File: src/rtl/alu_arbiter_pkg.sv
// Shared opcode codes, FSM encoding and opcode legality check for the
// two-requester ALU front end.
package alu_pkg;

  localparam logic [3:0] OP_ADD = 4'b0000;
  localparam logic [3:0] OP_SUB = 4'b0010;
  localparam logic [3:0] OP_SLT = 4'b1010;
  localparam logic [3:0] OP_AND = 4'b0100;
  localparam logic [3:0] OP_OR  = 4'b0101;
  localparam logic [3:0] OP_XOR = 4'b0110;
  localparam logic [3:0] OP_NOR = 4'b0111;

  typedef enum logic [1:0] {
    IDLE = 2'd0,
    EXEC = 2'd1,
    RESP = 2'd2
  } state_t;

  function automatic logic is_legal_op(input logic [3:0] op);
    case (op)
      OP_ADD, OP_SUB, OP_SLT, OP_AND, OP_OR, OP_XOR, OP_NOR: return 1'b1;
      default: return 1'b0;
    endcase
  endfunction

endpackage

File: src/rtl/alu_arbiter_if.sv
// One requester's request/response channel pair into the shared ALU front end.
// master = requester side, slave = arbiter side.
interface alu_req_if #(
  parameter int WIDTH = 32
);
  logic             req_valid;
  logic             req_ready;
  logic [WIDTH-1:0] req_a;
  logic [WIDTH-1:0] req_b;
  logic [3:0]       req_op;
  logic             rsp_valid;
  logic             rsp_ready;
  logic [WIDTH-1:0] rsp_result;
  logic             rsp_zero;
  logic             rsp_err;

  modport master (
    output req_valid, req_a, req_b, req_op, rsp_ready,
    input  req_ready, rsp_valid, rsp_result, rsp_zero, rsp_err
  );

  modport slave (
    input  req_valid, req_a, req_b, req_op, rsp_ready,
    output req_ready, rsp_valid, rsp_result, rsp_zero, rsp_err
  );
endinterface

File: src/rtl/alu_arbiter_rr_arb2.sv
// Two-way round-robin grant: on a tie the requester that did not win last time
// is picked. Purely combinational; the last-grant bit lives in the parent.
module rr_arb2 (
  input  logic       i_valid0,
  input  logic       i_valid1,
  input  logic       i_last_grant,
  output logic [1:0] o_grant
);

  always_comb begin
    o_grant = 2'b00;
    if (i_valid0 && i_valid1) begin
      o_grant = i_last_grant ? 2'b01 : 2'b10;
    end else if (i_valid0) begin
      o_grant = 2'b01;
    end else if (i_valid1) begin
      o_grant = 2'b10;
    end
  end

endmodule

File: src/rtl/alu_arbiter.sv
// Shares one ALU between two valid/ready requesters: round-robin accept,
// hold operands for ALU_LAT cycles, then return result/zero/err to the winner.
module alu_arbiter
  import alu_pkg::*;
#(
  parameter int WIDTH   = 32,
  parameter int ALU_LAT = 1
) (
  input  logic             clk,
  input  logic             reset,
  alu_req_if.slave         req0,
  alu_req_if.slave         req1,
  output logic [WIDTH-1:0] alu_a,
  output logic [WIDTH-1:0] alu_b,
  output logic [3:0]       alu_op,
  input  logic [WIDTH-1:0] alu_result,
  input  logic             alu_zero
);

  localparam logic [2:0] LAT = 3'(ALU_LAT);

  state_t           r_state;
  state_t           w_state_nxt;
  logic [2:0]       r_cnt;
  logic             r_last_grant;
  logic             r_owner;
  logic [WIDTH-1:0] r_a;
  logic [WIDTH-1:0] r_b;
  logic [3:0]       r_op;
  logic [WIDTH-1:0] r_res;
  logic             r_zero;
  logic             r_err;

  logic [1:0]       w_grant;
  logic             w_accept;
  logic             w_sel;
  logic             w_legal;
  logic             w_rsp_ready;
  logic [WIDTH-1:0] w_req_a;
  logic [WIDTH-1:0] w_req_b;
  logic [3:0]       w_req_op;

  rr_arb2 u_arb (
    .i_valid0     (req0.req_valid),
    .i_valid1     (req1.req_valid),
    .i_last_grant (r_last_grant),
    .o_grant      (w_grant)
  );

  assign w_accept    = (r_state == IDLE) && (w_grant != 2'b00);
  assign w_sel       = w_grant[1];
  assign w_req_a     = w_sel ? req1.req_a  : req0.req_a;
  assign w_req_b     = w_sel ? req1.req_b  : req0.req_b;
  assign w_req_op    = w_sel ? req1.req_op : req0.req_op;
  assign w_legal     = is_legal_op(w_req_op);
  assign w_rsp_ready = r_owner ? req1.rsp_ready : req0.rsp_ready;

  assign alu_a  = r_a;
  assign alu_b  = r_b;
  assign alu_op = r_op;

  always_ff @(posedge clk) begin
    if (reset) begin
      r_state <= IDLE;
    end else begin
      r_state <= w_state_nxt;
    end
  end

  always_comb begin
    w_state_nxt = r_state;
    case (r_state)
      IDLE:    if (w_accept) w_state_nxt = w_legal ? EXEC : RESP;
      EXEC:    if (r_cnt == 3'd1) w_state_nxt = RESP;
      RESP:    if (w_rsp_ready) w_state_nxt = IDLE;
      default: w_state_nxt = IDLE;
    endcase
  end

  // Response fields are forced to zero for the non-owner and outside RESP.
  always_comb begin
    req0.req_ready  = 1'b0;
    req1.req_ready  = 1'b0;
    req0.rsp_valid  = 1'b0;
    req1.rsp_valid  = 1'b0;
    req0.rsp_result = '0;
    req1.rsp_result = '0;
    req0.rsp_zero   = 1'b0;
    req1.rsp_zero   = 1'b0;
    req0.rsp_err    = 1'b0;
    req1.rsp_err    = 1'b0;
    if (r_state == IDLE) begin
      req0.req_ready = w_grant[0];
      req1.req_ready = w_grant[1];
    end
    if (r_state == RESP) begin
      if (r_owner) begin
        req1.rsp_valid  = 1'b1;
        req1.rsp_result = r_res;
        req1.rsp_zero   = r_zero;
        req1.rsp_err    = r_err;
      end else begin
        req0.rsp_valid  = 1'b1;
        req0.rsp_result = r_res;
        req0.rsp_zero   = r_zero;
        req0.rsp_err    = r_err;
      end
    end
  end

  // Illegal ops skip the ALU entirely, so its inputs keep their previous value.
  always_ff @(posedge clk) begin
    if (reset) begin
      r_cnt        <= 3'd0;
      r_last_grant <= 1'b1;
      r_owner      <= 1'b0;
      r_a          <= '0;
      r_b          <= '0;
      r_op         <= 4'b0000;
      r_res        <= '0;
      r_zero       <= 1'b0;
      r_err        <= 1'b0;
    end else begin
      case (r_state)
        IDLE: begin
          if (w_accept) begin
            r_owner      <= w_sel;
            r_last_grant <= w_sel;
            if (w_legal) begin
              r_a   <= w_req_a;
              r_b   <= w_req_b;
              r_op  <= w_req_op;
              r_cnt <= LAT;
            end else begin
              r_res  <= '0;
              r_zero <= 1'b0;
              r_err  <= 1'b1;
            end
          end
        end
        EXEC: begin
          r_cnt <= r_cnt - 3'd1;
          if (r_cnt == 3'd1) begin
            r_res  <= alu_result;
            r_zero <= alu_zero;
            r_err  <= 1'b0;
          end
        end
        default: ;
      endcase
    end
  end

endmodule
File: src/flat_wrapper.sv
// flat-port wrapper written by rule: the top's interface ports become plain ports
module alu_arbiter_flat import alu_pkg::*;
#(
  parameter int WIDTH   = 32,
  parameter int ALU_LAT = 1
)
  (clk, reset, alu_a, alu_b, alu_op, alu_result, alu_zero, req0_req_valid, req0_req_a, req0_req_b, req0_req_op, req0_rsp_ready, req0_req_ready, req0_rsp_valid, req0_rsp_result, req0_rsp_zero, req0_rsp_err, req1_req_valid, req1_req_a, req1_req_b, req1_req_op, req1_rsp_ready, req1_req_ready, req1_rsp_valid, req1_rsp_result, req1_rsp_zero, req1_rsp_err);
  alu_req_if #(.WIDTH(WIDTH)) req0_i ();
  alu_req_if #(.WIDTH(WIDTH)) req1_i ();
  input  logic clk;
  input  logic reset;
  output logic [WIDTH-1:0] alu_a;
  output logic [WIDTH-1:0] alu_b;
  output logic [3:0] alu_op;
  input  logic [WIDTH-1:0] alu_result;
  input  logic alu_zero;
  input wire logic [$bits(req0_i.req_valid)-1:0] req0_req_valid;
  input wire logic [$bits(req0_i.req_a)-1:0] req0_req_a;
  input wire logic [$bits(req0_i.req_b)-1:0] req0_req_b;
  input wire logic [$bits(req0_i.req_op)-1:0] req0_req_op;
  input wire logic [$bits(req0_i.rsp_ready)-1:0] req0_rsp_ready;
  output wire logic [$bits(req0_i.req_ready)-1:0] req0_req_ready;
  output wire logic [$bits(req0_i.rsp_valid)-1:0] req0_rsp_valid;
  output wire logic [$bits(req0_i.rsp_result)-1:0] req0_rsp_result;
  output wire logic [$bits(req0_i.rsp_zero)-1:0] req0_rsp_zero;
  output wire logic [$bits(req0_i.rsp_err)-1:0] req0_rsp_err;
  input wire logic [$bits(req1_i.req_valid)-1:0] req1_req_valid;
  input wire logic [$bits(req1_i.req_a)-1:0] req1_req_a;
  input wire logic [$bits(req1_i.req_b)-1:0] req1_req_b;
  input wire logic [$bits(req1_i.req_op)-1:0] req1_req_op;
  input wire logic [$bits(req1_i.rsp_ready)-1:0] req1_rsp_ready;
  output wire logic [$bits(req1_i.req_ready)-1:0] req1_req_ready;
  output wire logic [$bits(req1_i.rsp_valid)-1:0] req1_rsp_valid;
  output wire logic [$bits(req1_i.rsp_result)-1:0] req1_rsp_result;
  output wire logic [$bits(req1_i.rsp_zero)-1:0] req1_rsp_zero;
  output wire logic [$bits(req1_i.rsp_err)-1:0] req1_rsp_err;
  assign req0_i.req_valid = req0_req_valid;
  assign req0_i.req_a = req0_req_a;
  assign req0_i.req_b = req0_req_b;
  assign req0_i.req_op = req0_req_op;
  assign req0_i.rsp_ready = req0_rsp_ready;
  assign req0_req_ready = req0_i.req_ready;
  assign req0_rsp_valid = req0_i.rsp_valid;
  assign req0_rsp_result = req0_i.rsp_result;
  assign req0_rsp_zero = req0_i.rsp_zero;
  assign req0_rsp_err = req0_i.rsp_err;
  assign req1_i.req_valid = req1_req_valid;
  assign req1_i.req_a = req1_req_a;
  assign req1_i.req_b = req1_req_b;
  assign req1_i.req_op = req1_req_op;
  assign req1_i.rsp_ready = req1_rsp_ready;
  assign req1_req_ready = req1_i.req_ready;
  assign req1_rsp_valid = req1_i.rsp_valid;
  assign req1_rsp_result = req1_i.rsp_result;
  assign req1_rsp_zero = req1_i.rsp_zero;
  assign req1_rsp_err = req1_i.rsp_err;
  alu_arbiter #(.WIDTH(WIDTH), .ALU_LAT(ALU_LAT)) u_core (.clk(clk), .reset(reset), .req0(req0_i), .req1(req1_i), .alu_a(alu_a), .alu_b(alu_b), .alu_op(alu_op), .alu_result(alu_result), .alu_zero(alu_zero));
endmodule
File: config.mk
export PLATFORM = sky130hd
export DESIGN_NAME = alu_arbiter_flat
export DESIGN_NICKNAME = d
export VERILOG_FILES = /design/src/rtl/alu_arbiter_pkg.sv /design/src/rtl/alu_arbiter_if.sv /design/src/rtl/alu_arbiter_rr_arb2.sv /design/src/rtl/alu_arbiter.sv /design/src/flat_wrapper.sv
export SDC_FILE = /design/constraint.sdc
export NUM_CORES = 1
export LEC_CHECK = 0
export ABC_AREA = 1
export ABC_CLOCK_PERIOD_IN_PS = 2100
export BUFFER_PORTS_ARGS = -buffer_cell sky130_fd_sc_hd__buf_4
export CAP_MARGIN = 25
export CORE_AREA = 4 4 120 122
export CTS_BUF_LIST = sky130_fd_sc_hd__clkbuf_4 sky130_fd_sc_hd__clkbuf_8 sky130_fd_sc_hd__clkbuf_16
export CTS_CLUSTER_SIZE = 30
export DETAILED_ROUTE_END_ITERATION = 8
export DIE_AREA = 0 0 124 126
export PLACE_DENSITY = 0.74
export SLEW_MARGIN = 30
export SYNTH_ARGS = -nofsm -noshare
export SYNTH_HDL_FRONTEND = slang
export SYNTH_SLANG_ARGS = --single-unit
File: constraint.sdc
create_clock -name clk -period 2.1 [get_ports clk]
set_input_delay 0.21 -clock clk [delete_from_list [all_inputs] [get_ports clk]]
set_output_delay 0.21 -clock clk [all_outputs]
set_load 0.01 [all_outputs]
-- Word-level counts from Yosys, hierarchy flattened
Cells that the tools add are included.
- add/sub/neg operators: 1
- equal/unequal tests: 14
- multiplexer cells: 47
- reductions and logical operators: 12
- operator list (operator ; count):
    $mux 32 ; 9
    $pmux 32 s2 ; 1
    $mux 1 ; 22
    $eq 4x3->1 const B ; 4
    $mux 2 ; 8
    $reduce_and 3->1 ; 3
    $ne 2x1->1 const B ; 4
    $reduce_or 7->1 ; 1
    $mux 3 ; 2
    $pmux 2 s3 ; 1
    $pmux 3 s2 ; 1
    $eq 4x2->1 const B ; 1
    $eq 4x4->1 const B ; 1
    $logic_not 4->1 ; 1
    $mux 4 ; 1
    $pmux 1 s2 ; 2
    $reduce_and 4->1 ; 1
    $reduce_bool 2->1 ; 2
    $eq 3x1->1 const B ; 1
    $sub 3x1->3 const B ; 1
    $eq 2x1->1 const B ; 1
    $eq 2x2->1 const B ; 1
    $logic_and 1x1->1 ; 2
    $logic_not 2->1 ; 1
    2 further kinds ; 2
- flip-flop bits (word level): 109
- input port bits: 175
- output and inout bits: 140

-- Longest topological paths before layout
Gate-level depths: netlist of the first run.
- depth in word-level cells: 10
- gate-level depth with buffers: 12
- gate-level depth less buffers: 11

-- Cells and area by module
A second synthesis of the first run with hierarchy kept.
- cells, all modules: 908
- area, all modules: 5606.6 µm²
- by module, submodules not included (module ; instances ; cells each ; area an instance (µm²) ; seq. area each (µm²)):
    alu_arbiter ; 1 ; 903 ; 5585.4 ; 2182.1
    rr_arb2 ; 1 ; 5 ; 21.3 ; 0.0

-- Least setup slack after synthesis of the first run
No wires, ideal clock.
- path type: register to output
- start point: register u_core.r_state[1]
- end point: output req0_rsp_result[10]
- arrival: 1.303 ns
- data required time: 1.890 ns
- path slack: 0.587 ns
- stages on the path, launching flop included: 8
- path buffers: 1
- path through: dfxtp_1 -> inv_1 -> nor2_1 -> inv_1 -> nor2_1 -> clkinv_1 -> clkbuf_1 -> nor2_1
- cells in the longest elaborated chain, start to end: 2
- RTL lines (item ; line ; RTL):
    start: declaration ; alu_arbiter.sv:22 ; state_t r_state;
    start signal: assignment ; alu_arbiter.sv:66 ; r_state <= w_state_nxt;
    $eq 2x2->1 ; alu_arbiter.sv:96 ; if (r_state == RESP) begin
    $mux 32 ; alu_arbiter.sv:96 ;
    end: declaration ; flat_wrapper.sv:24 ; output wire logic [$bits(req0_i.rsp_result)-1:0] req0_rsp_result;
Every way passes these cells.

-- Final worst setup path of the first run
- start point: register u_core.r_state[1]
- end point: output req0_rsp_result[22]
Same word-level chain as after synthesis.

==> results of run 1 <==
## cell families after synthesis
kind of cell	synth area share, %
adders and majority gates	0.464
muxes	13.4
and+or+nand+nor	25.2
AOI/OAI and AO/OA	10.4
buffers and inverters	10.2
DFF	40.5
## worst max path at each step
| stage | start | to | slack (ns) | depth (start not counted) |
|---|---|---|---|---|
| 6_report | u_core.r_state[1] | req0_rsp_result[22] | 0.20 | 8 |
| 5_1_grt | u_core.r_state[1] | req0_rsp_result[23] | 0.06 | 8 |
| 4_1_cts | u_core.r_state[1] | req0_rsp_result[22] | 0.17 | 8 |
| 3_5_place_dp | req0_req_valid | u_core.r_res[21] | 0.15 | 12 |
| 3_3_place_gp | req0_req_valid | u_core.r_res[19] | 0.24 | 12 |
| 2_1_floorplan | u_core.r_state[1] | req0_rsp_result[10] | 0.59 | 7 |
## registers in the layout, summed over array words and instances, names as in the netlist
name / flops
u_core.alu_a: 32
u_core.alu_b: 32
u_core.r_res: 32
u_core.alu_op: 4
u_core.r_cnt: 3
u_core.r_state: 2
u_core.r_err: 1
u_core.r_last_grant: 1
u_core.r_owner: 1
u_core.r_zero: 1
## worst max-delay path: cells and delay by family, from the launching register on
family,cells,cell delay (ns)
buffers and inverters,5,0.58
DFF,1,0.33
and+or+nand+nor,3,0.42
## metal layers
metal | GRT usage, % | vias up
met2 | 38.1 | 213
met3 | 10.4 | 31
met1 | 23.0 | 2563
met4 | 7.86 | 0
met5 | 0 | -
li1 | - | 2967
## synthesized netlist by cell type (2+ instances only)
cell type	n	area share (%)
nand2_1	164	11
o21ai_0	31	2.9
nor2_1	176	12
buf_4	2	0.28
buf_2	17	1.6
nand2_2	3	0.35
ha_1	2	0.46
mux2_2	64	13
nand3_1	6	0.56
buf_6	2	0.42
clkbuf_1	24	1.7
clkinv_1	2	0.14
inv_2	2	0.14
inv_1	83	5.8
o21ai_1	4	0.37
dfxtp_1	109	40
a21oi_1	74	6.9
## report_power, final
part           internal (mW)  total, mW  switching, mW
registers               2.52       2.74          0.225
logic                   1.20       2.75           1.56
clock network           1.09       1.89          0.799
## final cells by class
class	instances	area share (%)
Sequential cell	109	26.6
Timing Repair Buffer	325	30.2
Multi-Input combinational cell	530	32.5
Clock inverter	6	1.14
Tap cell	176	2.68
Inverter	87	4.01
Clock buffer	10	2.91
## per-stage QoR
| stage | setup slack [ns] | util, % | cell area (um2) |
|---|---|---|---|
| floorplan | 0.587 | - | 5390 |
| global placement | 0.241 | 59.7 | 7870 |
| detailed placement | 0.153 | 59.7 | 7870 |
| global route | 0.0578 | 62.2 | 8210 |
| finish | 0.201 | 62.2 | 8210 |
| CTS | 0.172 | 62.2 | 8200 |
==> key figures, run 1 <==
Clock network
  • H-tree level count: 3
  • CTS Buffer Depth: 2
  • Reg clk slew, reported paths: approximately 0.070 ns
  • Root Buffer: clkbuf_16
  • Clock sink count: about 110
  • CTS tree: done
  • Post-CTS Setup Inserts: 0
  • Worst-Skew Late Latency: 0.36 ns
  • Post-cts gate resize count: 0
  • Cts hold-fix bufs: 0
  • TritonCTS buffer count: 9

Floorplanning
  • Placeable core area: about 13000 um2
  • Die width: 124 um
  • DIE HEIGHT: roughly 130 um
  • Core Rows: 42
  • Starting Density: around 41%
  • DIE AREA: between 15000 and 20000 um2
  • Io pins: 315

Job
  • Max Cap Violations: 0

Route
  • Top sig layer: met4
  • Routed Antenna Nets: 0
  • DR pass1 iterations: 4
  • Met2 WL: 8.75 mm
  • DR iter-0 viols: between 200 and 250
  • Residual DRC: 0
  • Vias: between 5000 and 6000
  • Vias per cell: between 4 and 5
  • Post-Route M1 WL: between 6 and 7 mm
  • Routed met3 length: slightly above 2 mm
  • Total Wirelength: roughly 18 mm
  • WL/cell: between 10 and 15 um

Power
  • PwrDens: about 900 nW/um2
  • Final total power: ~7.4 mW
  • Max VDD drop: 0.766 mV
  • Lkg Pwr: 3.97 nW

Yosys
  • Sequential area share after synthesis: between 40% and 50%
  • Synth Register Bits: 109
  • Mapped Nets: 950
  • Mean area per synthesized cell: around 7 um2
  • Post-synth EDFFs: 0
  • FFs w/ async S/R, synth: 0%
  • Synth cell types: 25
  • Ys flop type: dfxtp_1
  • Synthesized area: 5390 um2
  • Syn. warnings: 0
  • Post-Synthesis Cells: a little under 800

STA
  • TNS Setup: 0 ns
  • Final Hold Viols: 0
  • Hold_ws: between 0.2 and 0.25 ns
  • Minimum clock period: about 1.9 ns
  • Setup-failing EPs final: 0
  • Relative slew margins: around 64%
  • Slew @ Worst Pin: between 0.5 and 0.6 ns
  • Slew Viols, Final: 0
  • Final cycle utilization of the critical path: about 90%
  • RSZ-0062 raised after global routing: no
  • Final Skew: between 0.005 and 0.006 ns
  • F_max: ~530 MHz

Placement
  • # port buffers: around 310
  • Cells after DPL: roughly 1200
  • Final GP Congestion: about 0.8
  • Detailed-placement wirelength estimate: 13.7 mm

Setup path
  • Crit-path cells: inv_1 > nor2_1 > inv_1 > nor2_1 > clkinv_1 > buf_4 > nor2_1 > buf_4
  • Worst R2R End: u_core.r_res[21]
  • R2R depth: 11
  • Worst EP required: around 1.9 ns
  • CP max FO: 34
  • Critical path's most frequent cell: nor2_1
  • WS Path Type: register to output port
  • CP peak stage delay: 0.33 ns
  • CP Capture Type: output port
  • Startpoint Class: register
  • Critical path's slowest cell: dfxtp_1
  • R2R setup slack: 0.26 ns
  • Worst path arrival time: 1.69 ns
  • Worst r2r src: u_core.r_last_grant

Outcome
  • Status: finished, final reports clean

GRT
  • GRT Total Usage: between 20% and 30%
  • First-pass GRT wire length: 27.1 mm
  • Largest net degree at the start of global routing: 64
  • Initial antenna violation count: 0
  • Gr ovfl total: 0
  • Vias in the first global route: between 5000 and 6000

Finish
  • Area occupied by multi-input gates: roughly 2700 um2
  • Antenna Cells: 0
  • Layout cells sized above 1: between 30% and 40%
  • Syn-to-layout area delta: 52.1%
  • # nets final: between 1000 and 1500
  • Fin cells: around 1200
  • Most common cell after layout, fill and taps aside: buf_4
  • Fillcell total: 1283
  • Register Area: about 2200 um2
  • Commonest non-fill, non-tap cells in the layout: buf_4, nor2_1, nand2_1

Hold path
  • Worst min-delay path endpoint: u_core.r_state[1]
  • Hold Startpoint: req0_rsp_ready
  • Worst Hold Path Cells: 6
  • HP Class: primary input to register
Power figures use the tool's default switching activity.
==> run 2: changes to the inputs <==
--- a/config.mk
+++ b/config.mk
@@ -7,14 +7,13 @@
 export LEC_CHECK = 0
 export ABC_AREA = 1
 export ABC_CLOCK_PERIOD_IN_PS = 2100
-export BUFFER_PORTS_ARGS = -buffer_cell sky130_fd_sc_hd__buf_4
 export CAP_MARGIN = 25
-export CORE_AREA = 4 4 120 122
+export CORE_AREA = 4 4 119 121
 export CTS_BUF_LIST = sky130_fd_sc_hd__clkbuf_4 sky130_fd_sc_hd__clkbuf_8 sky130_fd_sc_hd__clkbuf_16
-export CTS_CLUSTER_SIZE = 30
 export DETAILED_ROUTE_END_ITERATION = 8
-export DIE_AREA = 0 0 124 126
-export PLACE_DENSITY = 0.74
+export DIE_AREA = 0 0 123 125
+export DONT_BUFFER_PORTS = 1
+export PLACE_DENSITY = 0.55
 export SLEW_MARGIN = 30
 export SYNTH_ARGS = -nofsm -noshare
 export SYNTH_HDL_FRONTEND = slang
==> constraint.sdc (replaced) <==
create_clock -name clk -period 2.1 [get_ports clk]
set_input_delay 0.42 -clock clk [delete_from_list [all_inputs] [get_ports clk]]
set_output_delay 0.42 -clock clk [all_outputs]
set_load 0.01 [all_outputs]
==> key figures, run 2 (synthesis gave the netlist of run 1 again) <==
Setup path
  • Critical path's slowest cell: dfxtp_1 (unchanged)
  • Cell family with most CP delay: buffers and inverters (unchanged)
  • WS Path Type: register to output port (unchanged)
  • Worst path bufs/invs: 5 (unchanged)
  • Worst path arrival time: 1.53 ns (was 1.69 ns)
  • CP Capture Type: output port (unchanged)
  • CP peak stage delay: 0.33 ns (about the same)
  • Crit-path cells: inv_1 > nor2_1 > inv_1 > nor2_2 > inv_2 > clkbuf_16 > nor2_1 > buf_4 (was inv_1 > nor2_1 > inv_1 > nor2_1 > clkinv_1 > buf_4 > nor2_1 > buf_4)
  • Worst EP required: 1.68 ns (was 1.89 ns)
  • CP max FO: 17 (was 34)
  • Startpoint Class: register (unchanged)

STA
  • Relative slew margins: 62.5% (was 64.4%)
  • Final Skew: 0.00740 ns (was 0.00546 ns)
  • TNS Setup: 0 ns (unchanged)
  • Setup-failing EPs final: 0 (unchanged)
  • Final cycle utilization of the critical path: 92.7% (was 90.4%)
  • Minimum clock period: 1.95 ns (was 1.90 ns)
  • Slew @ Worst Pin: 0.562 ns (was 0.534 ns)
  • RSZ-0062 raised after global routing: no (unchanged)
  • Final Hold Viols: 0 (unchanged)
  • F_max: 514 MHz (was 526 MHz)
  • Slew Viols, Final: 0 (unchanged)

GRT
  • GRT Total Usage: 18.3% (was 22.0%)
  • Gr ovfl total: 0 (unchanged)
  • Largest net degree at the start of global routing: 74 (was 64)
  • First-pass GRT wire length: 23.0 mm (was 27.1 mm)
  • Vias in the first global route: 4687 (was 5507)
  • Initial antenna violation count: 1 (was 0)

Power
  • Switching power: 2.41 mW (was 2.58 mW)
  • Final total power: 6.79 mW (was 7.38 mW)
  • Clock power share: 27.0% (was 25.6%)
  • Sw frac: 35.5% (was 35.0%)
  • PwrDens: 1060 nW/um2 (was 900 nW/um2)
  • Internal Power: 4.38 mW (was 4.80 mW)
  • Register share of total power: 42.5% (was 37.1%)
  • Lkg Pwr: 2.78 nW (was 3.97 nW)
  • Max VDD drop: 0.538 mV (was 0.766 mV)
  • Logic gate share of total power: 30.5% (was 37.3%)

Route
  • Vias per cell: 4.84 (was 4.65)
  • DR pass1 iterations: 4 (unchanged)
  • Vias: 4843 (was 5774)
  • Residual DRC: 0 (unchanged)
  • Routed Antenna Nets: 0 (unchanged)
  • DR iter-0 viols: 237 (was 247)
  • Total Wirelength: 15.0 mm (was 17.9 mm)
  • WL/cell: 15.0 um (was 14.4 um)

Floorplanning
  • Die width: 123 um (was 124 um)
  • Io pins: 315 (unchanged)
  • Core Rows: 42 (unchanged)
  • Starting Density: 41.2% (was 40.9%)
  • DIE AREA: 15400 um2 (was 15600 um2)
  • Placeable core area: 13100 um2 (was 13200 um2)
  • DIE HEIGHT: 125 um (was 126 um)

Job
  • Max Cap Violations: 0 (unchanged)

Finish
  • Fillcell total: 1305 (was 1283)
  • Final core utilization: 49.0% (was 62.2%)
  • Most common cell after layout, fill and taps aside: nor2_1 (was buf_4)
  • Commonest non-fill, non-tap cells in the layout: nor2_1, nand2_1, dfxtp_1 (was buf_4, nor2_1, nand2_1)
  • Layout cells sized above 1: 21.4% (was 38.7%)
  • Syn-to-layout area delta: 18.9% (was 52.1%)
  • Antenna Cells: 0 (unchanged)
  • # nets final: 996 (was 1239)

Clock network
  • Worst-Skew Late Latency: 0.34 ns (was 0.36 ns)
  • Cts hold-fix bufs: 0 (unchanged)
  • Clock sink count: 109 (unchanged)
  • CTS tree: done (unchanged)
  • TritonCTS buffer count: 9 (unchanged)
  • CTS Buffer Depth: 2 (unchanged)
  • Root Buffer: clkbuf_16 (unchanged)
  • H-tree level count: 3 (unchanged)
  • Reg clk slew, reported paths: 0.07 ns (about the same)

Placement
  • # port buffers: 0 (was 314)
  • Final GP Congestion: 0.767 (was 0.793)
  • Detailed-placement wirelength estimate: 11.1 mm (was 13.7 mm)

Hold path
  • HP Class: primary input to register (unchanged)

Outcome
  • Status: finished, final reports clean (unchanged)
run 2: path summary, 6_finish.rpt:
kind                            start                  end  slack (ns)  cells past startpoint
setup reg to reg  u_core.r_last_grant      u_core.alu_a[7]        0.30                      9
hold / removal                  reset     u_core.alu_b[10]        0.14                      1
hold reg to reg       u_core.r_cnt[1]      u_core.r_cnt[1]        0.46                      2
setup / recovery    u_core.r_state[1]  req1_rsp_result[24]        0.15                      8
run 2: area by class of cell:
class | count | area (um2) | area share [%]
sequential | 109 | 2180 | 34.0
clock buffer | 10 | 239 | 3.73
clock inverter | 6 | 86.3 | 1.35
multi-input combinational | 530 | 2670 | 41.7
tap | 176 | 220 | 3.43
timing repair buffer | 82 | 683 | 10.7
inverter | 87 | 327 | 5.09
run 2: repair_timing:
| item | 4_1_cts | 5_1_grt |
|---|---|---|
| pin swaps | 0 | 1 |
| setup buffers | 0 | 1 |
| gates cloned | 0 | 1 |
| resized for setup | 1 | 11 |
| setup endpoints to repair | 1 | 68 |
run 2: power by group through the flow:
stage	registers, mW	logic (mW)	clock network [mW]
after floorplan	2.84	1.63	0
after global placement	2.93	1.98	0
after detailed placement	2.94	2.04	0
after CTS	2.89	2.05	1.89
after global routing	2.93	2.39	1.99
final	2.89	2.07	1.83
run 2: through the flow:
step	setup slack, ns	std cells	hold WS, ns	area, um2
detailed placement	0.200	982	0.447	6020
global placement	0.303	982	0.445	6020
CTS	0.0285	998	0.125	6350
floorplan	0.377	773	0.439	5390
finish	0.154	1000	0.143	6410
global route	0.0168	1000	0.120	6410
run 2: metal layers:
metal	track usage, %	vias to the layer above	wire (um)
met1	20.5	2139	5610
met5	0	-	13
met4	7.30	2	344
met2	31.6	201	7540
li1	-	2477	-
met3	6.28	24	1490
==> run 3: changes to the inputs <==
--- a/config.mk
+++ b/config.mk
@@ -5,13 +5,12 @@
 export SDC_FILE = /design/constraint.sdc
 export NUM_CORES = 1
 export LEC_CHECK = 0
-export ABC_AREA = 1
 export ABC_CLOCK_PERIOD_IN_PS = 2100
 export CAP_MARGIN = 25
-export CORE_AREA = 4 4 119 121
+export CORE_AREA = 4 4 121 123
 export CTS_BUF_LIST = sky130_fd_sc_hd__clkbuf_4 sky130_fd_sc_hd__clkbuf_8 sky130_fd_sc_hd__clkbuf_16
 export DETAILED_ROUTE_END_ITERATION = 8
-export DIE_AREA = 0 0 123 125
+export DIE_AREA = 0 0 125 127
 export DONT_BUFFER_PORTS = 1
 export PLACE_DENSITY = 0.55
 export SLEW_MARGIN = 30
==> key figures, run 3 <==
Setup path
  • Worst r2r src: u_core.r_last_grant (unchanged)
  • CP max FO: 35 (was 17)
  • CP endpoint: req0_rsp_result[3] (was req1_rsp_result[24])
  • CP Capture Type: output port (unchanged)
  • Startpoint Class: register (unchanged)
  • Crit. Startpoint: u_core.r_state[0] (was u_core.r_state[1])
  • Worst path arrival time: 1.58 ns (was 1.53 ns)
  • WS Path Type: register to output port (unchanged)
  • R2R depth: 4 (was 9)
  • R2R setup slack: 0.27 ns (was 0.30 ns)
  • Worst R2R End: u_core.alu_b[23] (was u_core.alu_a[7])
  • Worst EP required: 1.68 ns (about the same)

Floorplanning
  • Io pins: 315 (unchanged)
  • Starting Density: 41.6% (was 41.2%)
  • DIE AREA: 15900 um2 (was 15400 um2)
  • Die width: 125 um (was 123 um)
  • DIE HEIGHT: 127 um (was 125 um)
  • Placeable core area: 13700 um2 (was 13100 um2)
  • Core Rows: 43 (was 42)

Yosys
  • Synthesized area: 5680 um2 (was 5390 um2)
  • Mean area per synthesized cell: 8.17 um2 (was 6.98 um2)
  • Synth top area share: 38.4% (was 40.5%)
  • Mux share of post-synthesis cell area: 0.374% (was 13.4%)
  • Post-synth EDFFs: 0 (unchanged)
  • Synth Area in Adders: 0.441% (was 0.464%)
  • Post-Synthesis Cells: 695 (was 773)
  • FFs w/ async S/R, synth: 0% (unchanged)
  • Sequential area share after synthesis: 38.4% (was 40.5%)
  • Synth Area in XOR/XNOR: 0% (unchanged)
  • Synth Register Bits: 109 (unchanged)
  • Mapped Nets: 872 (was 950)
  • Ys flop type: dfxtp_1 (unchanged)
  • Most frequent cell after synthesis: nand2_1 (was nor2_1)
  • Synth cell types: 43 (was 25)
  • Syn. warnings: 0 (unchanged)
  • Synth Area in Compound Gates: 32.6% (was 10.4%)
  • Synth area leaders: dfxtp_1, nand2_1, a221oi_1, a311oi_1, and2_1 (was dfxtp_1, mux2_2, nor2_1, nand2_1, a21oi_1)
  • Synth top cells by count: nand2_1, dfxtp_1, a221oi_1, a311oi_1, and2_1 (was nor2_1, nand2_1, dfxtp_1, inv_1, a21oi_1)
  • Area leader, netlist: dfxtp_1 (unchanged)
  • Main combinational cell family by area after synthesis: compound AO/OA/AOI/OAI gates (was simple AND/OR/NAND/NOR gates)
  • Simple-Gate Fraction of Synth Area: 21.3% (was 25.2%)

GRT
  • First-pass GRT wire length: 28.2 mm (was 23.0 mm)
  • Largest net degree at the start of global routing: 79 (was 74)
  • Gr ovfl total: 0 (unchanged)
  • GRT Total Usage: 21.5% (was 18.3%)
  • Initial antenna violation count: 0 (was 1)
  • Vias in the first global route: 5259 (was 4687)

Power
  • Register share of total power: 45.4% (was 42.5%)
  • Lkg Pwr: 2.07 nW (was 2.78 nW)
  • Clock power share: 32.8% (was 27.0%)
  • Logic gate share of total power: 21.7% (was 30.5%)
  • PwrDens: 923 nW/um2 (was 1060 nW/um2)
  • Internal Power: 3.91 mW (was 4.38 mW)
  • Sw frac: 31.5% (was 35.5%)
  • Switching power: 1.79 mW (was 2.41 mW)
  • Max VDD drop: 0.376 mV (was 0.538 mV)

Finish
  • Area occupied by multi-input gates: 3170 um2 (was 2670 um2)
  • Most common cell after layout, fill and taps aside: nand2_1 (was nor2_1)
  • Fillcell total: 1375 (was 1305)
  • # nets final: 820 (was 996)
  • Fin cells: 828 (was 1000)
  • Register Area: 2180 um2 (about the same)
  • Layout cells sized above 1: 8.33% (was 21.4%)
  • Antenna Cells: 0 (unchanged)
  • Commonest non-fill, non-tap cells in the layout: nand2_1, dfxtp_1, a221oi_1 (was nor2_1, nand2_1, dfxtp_1)
  • Syn-to-layout area delta: 8.81% (was 18.9%)

STA
  • Final cycle utilization of the critical path: 95.0% (was 92.7%)
  • Slew Viols, Final: 0 (unchanged)
  • Slew @ Worst Pin: 0.720 ns (was 0.562 ns)
  • Final Skew: 0.00456 ns (was 0.00740 ns)
  • Setup-failing EPs final: 0 (unchanged)
  • RSZ-0062 raised after global routing: no (unchanged)
  • F_max: 501 MHz (was 514 MHz)
  • Minimum clock period: 2.00 ns (was 1.95 ns)
  • TNS Setup: 0 ns (unchanged)
  • Final Hold Viols: 0 (unchanged)
  • Relative slew margins: 52.0% (was 62.5%)

Route
  • Vias: 5414 (was 4843)
  • Routed Antenna Nets: 0 (unchanged)
  • Residual DRC: 0 (unchanged)
  • Vias per cell: 6.54 (was 4.84)
  • Total Wirelength: 18.3 mm (was 15.0 mm)
  • DR iter-0 viols: 268 (was 237)
  • WL/cell: 22.2 um (was 15.0 um)
  • DR pass1 iterations: 5 (was 4)

Placement
  • Cells after DPL: 812 (was 982)
  • Detailed-placement wirelength estimate: 12.3 mm (was 11.1 mm)
  • Final GP Congestion: 0.878 (was 0.767)
  • # port buffers: 0 (unchanged)

Hold path
  • HP Class: primary input to register (unchanged)

Clock network
  • Worst-Skew Late Latency: 0.34 ns (about the same)
  • Cts hold-fix bufs: 0 (unchanged)
  • Reg clk slew, reported paths: 0.07 ns (about the same)
  • CTS Buffer Depth: 2 (unchanged)
  • TritonCTS buffer count: 9 (unchanged)
  • Post-CTS Setup Inserts: 0 (unchanged)
  • Clock sink count: 109 (unchanged)
  • Root Buffer: clkbuf_16 (unchanged)
  • H-tree level count: 3 (unchanged)
  • CTS tree: done (unchanged)

Outcome
  • Status: finished, final reports clean (unchanged)

Job
  • Max Cap Violations: 0 (unchanged)
-- run 3: changes by cell type after synthesis, moves of 11 or more --
cell | before | now
clkbuf_1 | 24 | 59
o21ai_0 | 31 | 20
a311oi_1 | 0 | 68
a32oi_1 | 0 | 33
nor2_1 | 176 | 5
a221oi_1 | 0 | 71
a21oi_1 | 74 | 4
o21ai_1 | 4 | 18
inv_1 | 83 | 4
mux2_2 | 64 | 1
and2_1 | 0 | 68
-- run 3: timing repair --
action                                  in CTS  in global routing
cloned                                       0                  0
gates resized for setup                      1                  5
endpoints found under the setup margin       1                 70
-- run 3: cell families after synthesis --
logic type / Yosys count
buf+inv: 89
compound gates: 230
mux: 2
fa+ha+maj: 2
simple gates: 263
flops: 109
-- run 3: power groups by stage --
stage	Sequential (mW)	Clock [mW]	Combinational, mW
3_5_place_dp	2.64	0	1.24
5_1_grt	2.62	2.00	1.37
4_1_cts	2.59	1.92	1.24
2_1_floorplan	2.55	0	0.987
6_report	2.59	1.87	1.24
3_3_place_gp	2.63	0	1.20
-- run 3: final cells by class --
cell class,instances,share of cell area (%)
Multi-Input combinational cell,497,51.2
Sequential cell,109,35.3
Clock buffer,12,4.21
Timing Repair Buffer,21,4.17
Tap cell,180,3.64
Clock inverter,4,1.13
Inverter,5,0.304
-- run 3: critical path, cell delays in order (launching register included) --
cell	delay [ns]
dfxtp_1	0.34
buf_4	0.18
nor3b_2	0.17
buf_4	0.29
and2_1	0.23
-- run 3: worst min-delay path by stage --
stage	slack (ns)	startpoint	cells after the start	end
2_1_floorplan	0.45	u_core.r_res[10]	2	u_core.r_res[10]
3_3_place_gp	0.46	u_core.r_res[10]	2	u_core.r_res[10]
3_5_place_dp	0.47	u_core.r_res[10]	2	u_core.r_res[10]
4_1_cts	0.14	reset	1	u_core.r_cnt[1]
5_1_grt	0.14	reset	1	u_core.alu_a[6]
6_report	0.17	reset	1	u_core.alu_b[22]
-- run 3: through the flow --
stage	power, mW	utilization (%)	setup WS (ns)	instance area, um2	hold WS (ns)
6_report	5.70	45.2	0.105	6180	0.171
5_1_grt	5.99	45.2	0.00586	6180	0.139
4_1_cts	5.76	45.1	0.00876	6160	0.138
3_5_place_dp	3.87	42.7	0.238	5830	0.467
3_3_place_gp	3.83	42.7	0.272	5830	0.456
2_1_floorplan	3.54	-	0.152	5680	0.445
-- run 3: layer usage --
metal	up-vias	part of all wire, %	global-route usage (%)
met3	34	9.8	7.02
met1	2600	38	25.2
met4	0	3.0	9.18
met5	-	0	0
li1	2516	-	-
met2	264	49	36.2
